$ cat src/rtl/reset_seq_pkg.sv
// Shared types, timing defaults and helpers for the VM1 reset sequencer.
// Graceful power-fail is enabled with RESET_SEQ_GRACEFUL_PF_EN.
package reset_seq_pkg;

    typedef enum logic [2:0] {
        S_HOLD,
        S_DCLO,
        S_ACLO,
        S_RUN,
        S_PFAIL
    } state_e;

    localparam int DCLO_CLK_DEF = 24;
    localparam int ACLO_CLK_DEF = 240;
    localparam int PF_CLK_DEF   = 64;

    function automatic int cnt_width(input int max_cnt);
        return $clog2(max_cnt + 1);
    endfunction

endpackage

$ cat src/rtl/reset_src_sync.sv
// Multi-bit, multi-stage synchroniser for asynchronous reset requests.
// Every stage clears asynchronously on the active-high reset.
module reset_src_sync #(
    parameter int WIDTH  = 1,
    parameter int STAGES = 2
) (
    input  logic             clk_i,
    input  logic             rst_i,
    input  logic [WIDTH-1:0] d_i,
    output logic [WIDTH-1:0] q_o
);

    logic [STAGES-1:0][WIDTH-1:0] sync_q;
    logic [STAGES-1:0][WIDTH-1:0] sync_d;

    assign sync_d = {sync_q[STAGES-2:0], d_i};
    assign q_o    = sync_q[STAGES-1];

    always_ff @(posedge clk_i or posedge rst_i) begin
        if (rst_i) begin
            sync_q <= '0;
        end else begin
            sync_q <= sync_d;
        end
    end

endmodule

$ cat src/rtl/reset_sequencer.sv
// PDP-11 style DCLO/ACLO power-up sequencer with maskable reset sources.
// Define RESET_SEQ_GRACEFUL_PF_EN for ACLO-first power-fail sequencing.
module reset_sequencer
    import reset_seq_pkg::*;
#(
    parameter int NSRC        = 3,
    parameter int SYNC_STAGES = 2,
    parameter int DCLO_CLK    = DCLO_CLK_DEF,
    parameter int ACLO_CLK    = ACLO_CLK_DEF,
    parameter int PF_CLK      = PF_CLK_DEF
) (
    input  logic            clk,
    input  logic            reset,
    input  logic [NSRC-1:0] src,
    input  logic [NSRC-1:0] src_mask,
    input  logic            cause_clr,
    output logic            dclo,
    output logic            aclo,
    output logic            busy,
    output logic            ready,
    output logic [NSRC-1:0] cause
);

    if (NSRC < 1 || NSRC > 8) begin : g_bad_nsrc
        $error("reset_sequencer: NSRC must be 1..8");
    end
    if (SYNC_STAGES < 2) begin : g_bad_sync
        $error("reset_sequencer: SYNC_STAGES must be >= 2");
    end
    if (DCLO_CLK < 1 || ACLO_CLK < 1 || PF_CLK < 1) begin : g_bad_tim
        $error("reset_sequencer: timing parameters must be >= 1");
    end

    localparam int MAX_DA = (DCLO_CLK > ACLO_CLK) ? DCLO_CLK : ACLO_CLK;
`ifdef RESET_SEQ_GRACEFUL_PF_EN
    localparam int MAX_CNT = (PF_CLK > MAX_DA) ? PF_CLK : MAX_DA;
`else
    localparam int MAX_CNT = MAX_DA;
`endif
    localparam int CW = cnt_width(MAX_CNT);

    localparam logic [CW-1:0] DCLO_LAST = CW'(DCLO_CLK - 1);
    localparam logic [CW-1:0] ACLO_LAST = CW'(ACLO_CLK - 1);
`ifdef RESET_SEQ_GRACEFUL_PF_EN
    localparam logic [CW-1:0] PF_LAST   = CW'(PF_CLK - 1);
`endif

    logic [NSRC-1:0] src_sync;
    logic [NSRC-1:0] src_act;
    logic            req;

    state_e          state_q, state_d;
    logic [CW-1:0]   cnt_q, cnt_d;
    logic            dclo_q, dclo_d;
    logic            aclo_q, aclo_d;
    logic            busy_q, busy_d;
    logic            ready_q, ready_d;
    logic [NSRC-1:0] cause_q, cause_d;

    reset_src_sync #(
        .WIDTH  (NSRC),
        .STAGES (SYNC_STAGES)
    ) u_sync (
        .clk_i (clk),
        .rst_i (reset),
        .d_i   (src),
        .q_o   (src_sync)
    );

    assign src_act = src_sync & src_mask;
    assign req     = |src_act;

    always_comb begin
        state_d = state_q;
        cnt_d   = cnt_q;
        dclo_d  = dclo_q;
        aclo_d  = aclo_q;
        ready_d = 1'b0;
        // A set in the same cycle as a clear keeps the new bit
        cause_d = (cause_clr ? '0 : cause_q) | src_act;

        unique case (state_q)
            S_HOLD: begin
                dclo_d = 1'b1;
                aclo_d = 1'b1;
                if (!req) begin
                    state_d = S_DCLO;
                    cnt_d   = '0;
                end
            end
            S_DCLO: begin
                if (req) begin
                    state_d = S_HOLD;
                    cnt_d   = '0;
                end else if (cnt_q == DCLO_LAST) begin
                    dclo_d  = 1'b0;
                    state_d = S_ACLO;
                    cnt_d   = '0;
                end else begin
                    cnt_d = cnt_q + 1'b1;
                end
            end
            S_ACLO: begin
                if (req) begin
                    dclo_d  = 1'b1;
                    state_d = S_HOLD;
                    cnt_d   = '0;
                end else if (cnt_q == ACLO_LAST) begin
                    aclo_d  = 1'b0;
                    ready_d = 1'b1;
                    state_d = S_RUN;
                    cnt_d   = '0;
                end else begin
                    cnt_d = cnt_q + 1'b1;
                end
            end
            S_RUN: begin
                if (req) begin
                    aclo_d = 1'b1;
                    cnt_d  = '0;
`ifdef RESET_SEQ_GRACEFUL_PF_EN
                    state_d = S_PFAIL;
`else
                    dclo_d  = 1'b1;
                    state_d = S_HOLD;
`endif
                end
            end
`ifdef RESET_SEQ_GRACEFUL_PF_EN
            // Power-down always runs to completion once started
            S_PFAIL: begin
                if (cnt_q == PF_LAST) begin
                    dclo_d  = 1'b1;
                    state_d = S_HOLD;
                    cnt_d   = '0;
                end else begin
                    cnt_d = cnt_q + 1'b1;
                end
            end
`endif
            default: begin
                dclo_d  = 1'b1;
                aclo_d  = 1'b1;
                state_d = S_HOLD;
                cnt_d   = '0;
            end
        endcase

        busy_d = (state_d != S_RUN);
    end

    always_ff @(posedge clk or posedge reset) begin
        if (reset) begin
            state_q <= S_HOLD;
            cnt_q   <= '0;
            dclo_q  <= 1'b1;
            aclo_q  <= 1'b1;
            busy_q  <= 1'b1;
            ready_q <= 1'b0;
            cause_q <= '0;
        end else begin
            state_q <= state_d;
            cnt_q   <= cnt_d;
            dclo_q  <= dclo_d;
            aclo_q  <= aclo_d;
            busy_q  <= busy_d;
            ready_q <= ready_d;
            cause_q <= cause_d;
        end
    end

    assign dclo  = dclo_q;
    assign aclo  = aclo_q;
    assign busy  = busy_q;
    assign ready = ready_q;
    assign cause = cause_q;

endmodule

$ cat config.mk
export PLATFORM = sky130hd
export DESIGN_NAME = reset_sequencer
export DESIGN_NICKNAME = d
export VERILOG_FILES = /design/src/rtl/reset_seq_pkg.sv /design/src/rtl/reset_src_sync.sv /design/src/rtl/reset_sequencer.sv
export SDC_FILE = /design/constraint.sdc
export NUM_CORES = 1
export LEC_CHECK = 0
export CORE_MARGIN = 2
export CORE_UTILIZATION = 48
export CTS_CLUSTER_DIAMETER = 60
export CTS_CLUSTER_SIZE = 8
export DETAILED_ROUTE_END_ITERATION = 16
export GPL_TIMING_DRIVEN = 0
export PLACE_DENSITY = 0.71
export SYNTH_ARGS = -nofsm -noshare
export SYNTH_HDL_FRONTEND = slang
export SYNTH_SLANG_ARGS = --single-unit
$ cat constraint.sdc
create_clock -name clk -period 5.1 [get_ports clk]
set_input_delay 1.53 -clock clk [delete_from_list [all_inputs] [get_ports clk]]
set_output_delay 1.53 -clock clk [all_outputs]
set_load 0.03 [all_outputs]
==> results of run 1 <==
-- final cells by class --
cell class	instances	area, sq um
clock buffers	3	22.5
well taps	30	37.5
flip-flops and latches	24	604
multi-input cells	86	576
plain buffers	6	38.8
clock inverters	1	30.0
fillers	213	992
inverters	7	26.3
repair buffers	15	150
-- worst reg2reg max path, stage by stage (launching register included) --
cell and delay, ps:
dfrtp_1 400, a222oi_1 570, buf_4 290, mux2i_1 540
nand2_1 150, o311ai_2 90
-- cells by family after synthesis --
| family | after synthesis | share of synthesized area, % |
|---|---|---|
| flip-flops | 24 | 48.5 |
| AO/OA/AOI/OAI | 33 | 22.8 |
| adder cells (fa/ha/maj) | 1 | 1.00 |
| AND/OR/NAND/NOR | 48 | 19.6 |
| other | 1 | 0.301 |
| multiplexers | 3 | 2.51 |
| buffers and inverters | 13 | 5.23 |
-- power groups by stage --
stage	sequential (uW)	combinational, uW	clock (uW)
after floorplan	208	24.5	0
after global placement	204	44.4	0
after detailed placement	204	45.2	0
after CTS	201	45.3	138
after global routing	202	48.9	146
final	201	45.0	136
-- routing by layer --
metal | global-route usage [%] | wire, um | vias to the layer above
met5 | 0 | 0 | -
met2 | 30.8 | 1120 | 19
met3 | 3.49 | 69 | 4
li1 | - | - | 484
met4 | 5.28 | 27 | 0
met1 | 24.8 | 1210 | 486
-- worst max-delay path by stage --
stage	endpoint	depth (start not counted)	from
after CTS	cnt_q[6]$_DFFE_PP0P_	6	src_mask[0]
after floorplan	cnt_q[6]$_DFFE_PP0P_	5	src_mask[0]
after global routing	cnt_q[6]$_DFFE_PP0P_	6	src_mask[0]
after global placement	cnt_q[6]$_DFFE_PP0P_	6	src_mask[0]
final	cnt_q[6]$_DFFE_PP0P_	6	src_mask[0]
after detailed placement	cnt_q[5]$_DFFE_PP0P_	6	src_mask[0]
-- through the flow --
step	area [sq um]	instances	setup WS, ps
after floorplan	1240	123	2310
after global placement	1430	168	1510
after detailed placement	1430	168	1410
after CTS	1490	172	1730
after global routing	1490	172	1580
final	1490	172	1750
-- sequential cells by signal (all words and copies together), names as in the netlist --
name	cells
cnt_q	8
cause	3
state_q	3
u_sync.q_o	3
u_sync.sync_d	3
aclo	1
busy	1
dclo	1
ready	1
-- cells in the final DEF (no fill, tap or decap), types with 2 or more instances in the layout --
master	instances
clkdlybuf4s50_1	15
nand3_1	5
nand4_1	4
nor3_1	3
nor2_1	9
buf_4	2
or3_1	2
dfstp_2	3
clkbuf_1	2
o211ai_1	9
nand2_1	17
dfrtp_1	21
mux2i_1	2
a21oi_1	3
o21ai_1	5
clkbuf_4	3
o21ai_0	3
inv_1	7
nand2b_1	3
==> impl_metrics.ini, run 1 <==
[critical_path]
slowest_stage = a222oi_1
cp_data_required_time_ps = 5320
rr_endpoint = cnt_q[6]$_DFFE_PP0P_
critPathCaptureType = register
regToRegSetupSlack_ps = 2980
cpPeakStageDelay_ps = 560
critical_path.top_delay_family = buffers and inverters
worstPathArrival_ps = 3570
reg2regPathDepth = 5
worstSetupPathType = primary input to register
cp_cell_sequence = clkdlybuf4s50_1 -> a222oi_1 -> buf_4 -> mux2i_1 -> nand2_1 -> o311ai_2
critPathBufInv = 2
regToRegStartpoint = u_sync.q_o[0]$_DFF_PP0_
crit_fanout = 10
cp-start-kind = primary input

[route]
drcViolationCount = 0
vias = 993
firstDrtPassIters = 4
viasPerCell = 5.77
final_antenna_net_count = 0
routedWlPerCell_um = 14.1
route.final.wire_length_mm = 2.43
first_iter_violations = 22

[global_routing]
grt_max_degree = 25
grt_use_total_pct = 18.5
grt_pass1_wl_mm = 4.00
grt_pass1_vias = 925
overflow = 0
antenna_found_initial = 0

[logic_synthesis]
yosysTopAreaCell = dfrtp_1
syn-num-nets = 133
seq_area_frac_synth_pct = 48.5
netlist_area_sq_um = 1240
synth_edf_count = 0
synth_most_common_cell = dfrtp_1
synth.distinct_cells = 40
synthTopCellsByArea = dfrtp_1 (42%), dfstp_2 (6.3%), o211ai_1 (5.4%)
synth_cells = 123
synth_warnings = 0
synth_top_area_share_pct = 42.2
synthTopCellsByCount = dfrtp_1 (21), nand2_1 (17), nor2_1 (9), o211ai_1 (9), inv_1 (7)
synth-seq-cells = 24
yosys_most_used_dff = dfrtp_1
synthesis.area_per_instance_sq_um = 10.1
ys_async_sr_fraction_pct = 100

[sta]
whs_ps = 366
skew_ps = 2.32
setup-tns-final_ps = 0
grt_setup_unrepaired = false
worst_pin_slew_ps = 862
setup_viol_count_final = 0
finalHoldViolations = 0
fmax_mhz = 299
period_needed_ps = 3350
drv_slew = 0
relSlewSlack_pct = 42.5
period_share_pct = 65.7

[power_and_ir_drop]
peakVddDrop_mv = 0.151
p_total_uw = 381
p_leak_uw = 0.000566
netSwitchingPower_uw = 86.2
p_seq_share_pct = 52.6
clkPwrFrac_pct = 35.6
internal_power_uw = 295
switching_share_pct = 22.6
combPwrFrac_pct = 11.8
power_density_nw_per_um2 = 257

[floorplanning]
io_pins = 16
die_height_um = 54.9
initial_utilization_pct = 50.3
dieArea_sq_um = 3020
rows = 18
die-width_um = 54.9
core-area_sq_um = 2480

[place]
place_congestion = 0.881
hpwlAfterDp_mm = 1.80
portBuffers = 15

[layout]
finalCoreUtilization_pct = 59.9
synthToLayoutAreaGrowth_pct = 19.3
n_antenna_cell = 0
drive_above_1_share_pct = 13.4
fin_nets = 153

[clock_network]
cts_buffer_depth = 2
cts_resized = 0
clk_latency_ps = 310
numCtsBuffers = 3
ctsHoldBuffers = 0
cts_tree = done
clkTransAtPathRegs_ps = 130
h-tree-depth = 1
clockRootBuffer = clkbuf_4
clkSinkCount = 24
post_cts_buffers = 0

[run]
drv_cap = 0

[worst_hold_path]
worst_hold_path_type = register to register
hold_depth = 0
hold_end = u_sync.q_o[1]$_DFF_PP0_
min_from = u_sync.sync_d[4]$_DFF_PP0_

[status]
run_status = complete, no violations
Power figures use the tool's default switching activity.
==> run 2, diff against run 1 <==
==> constraint.sdc (replaced) <==
create_clock -name clk -period 3.52 [get_ports clk]
set_input_delay 1.056 -clock clk [delete_from_list [all_inputs] [get_ports clk]]
set_output_delay 1.056 -clock clk [all_outputs]
set_load 0.03 [all_outputs]
==> results of run 2 <==
The final DEF is identical to that of run 1. Status: complete, no violations.
Among the figures that moved: setup slack after placement 1410 ps -> 300 ps; setup slack after layout 1750 ps -> 646 ps; register-to-register setup slack 2980 ps -> 1400 ps; total power 381 uW -> 553 uW; worst IR drop on VDD 0.151 mV -> 0.219 mV
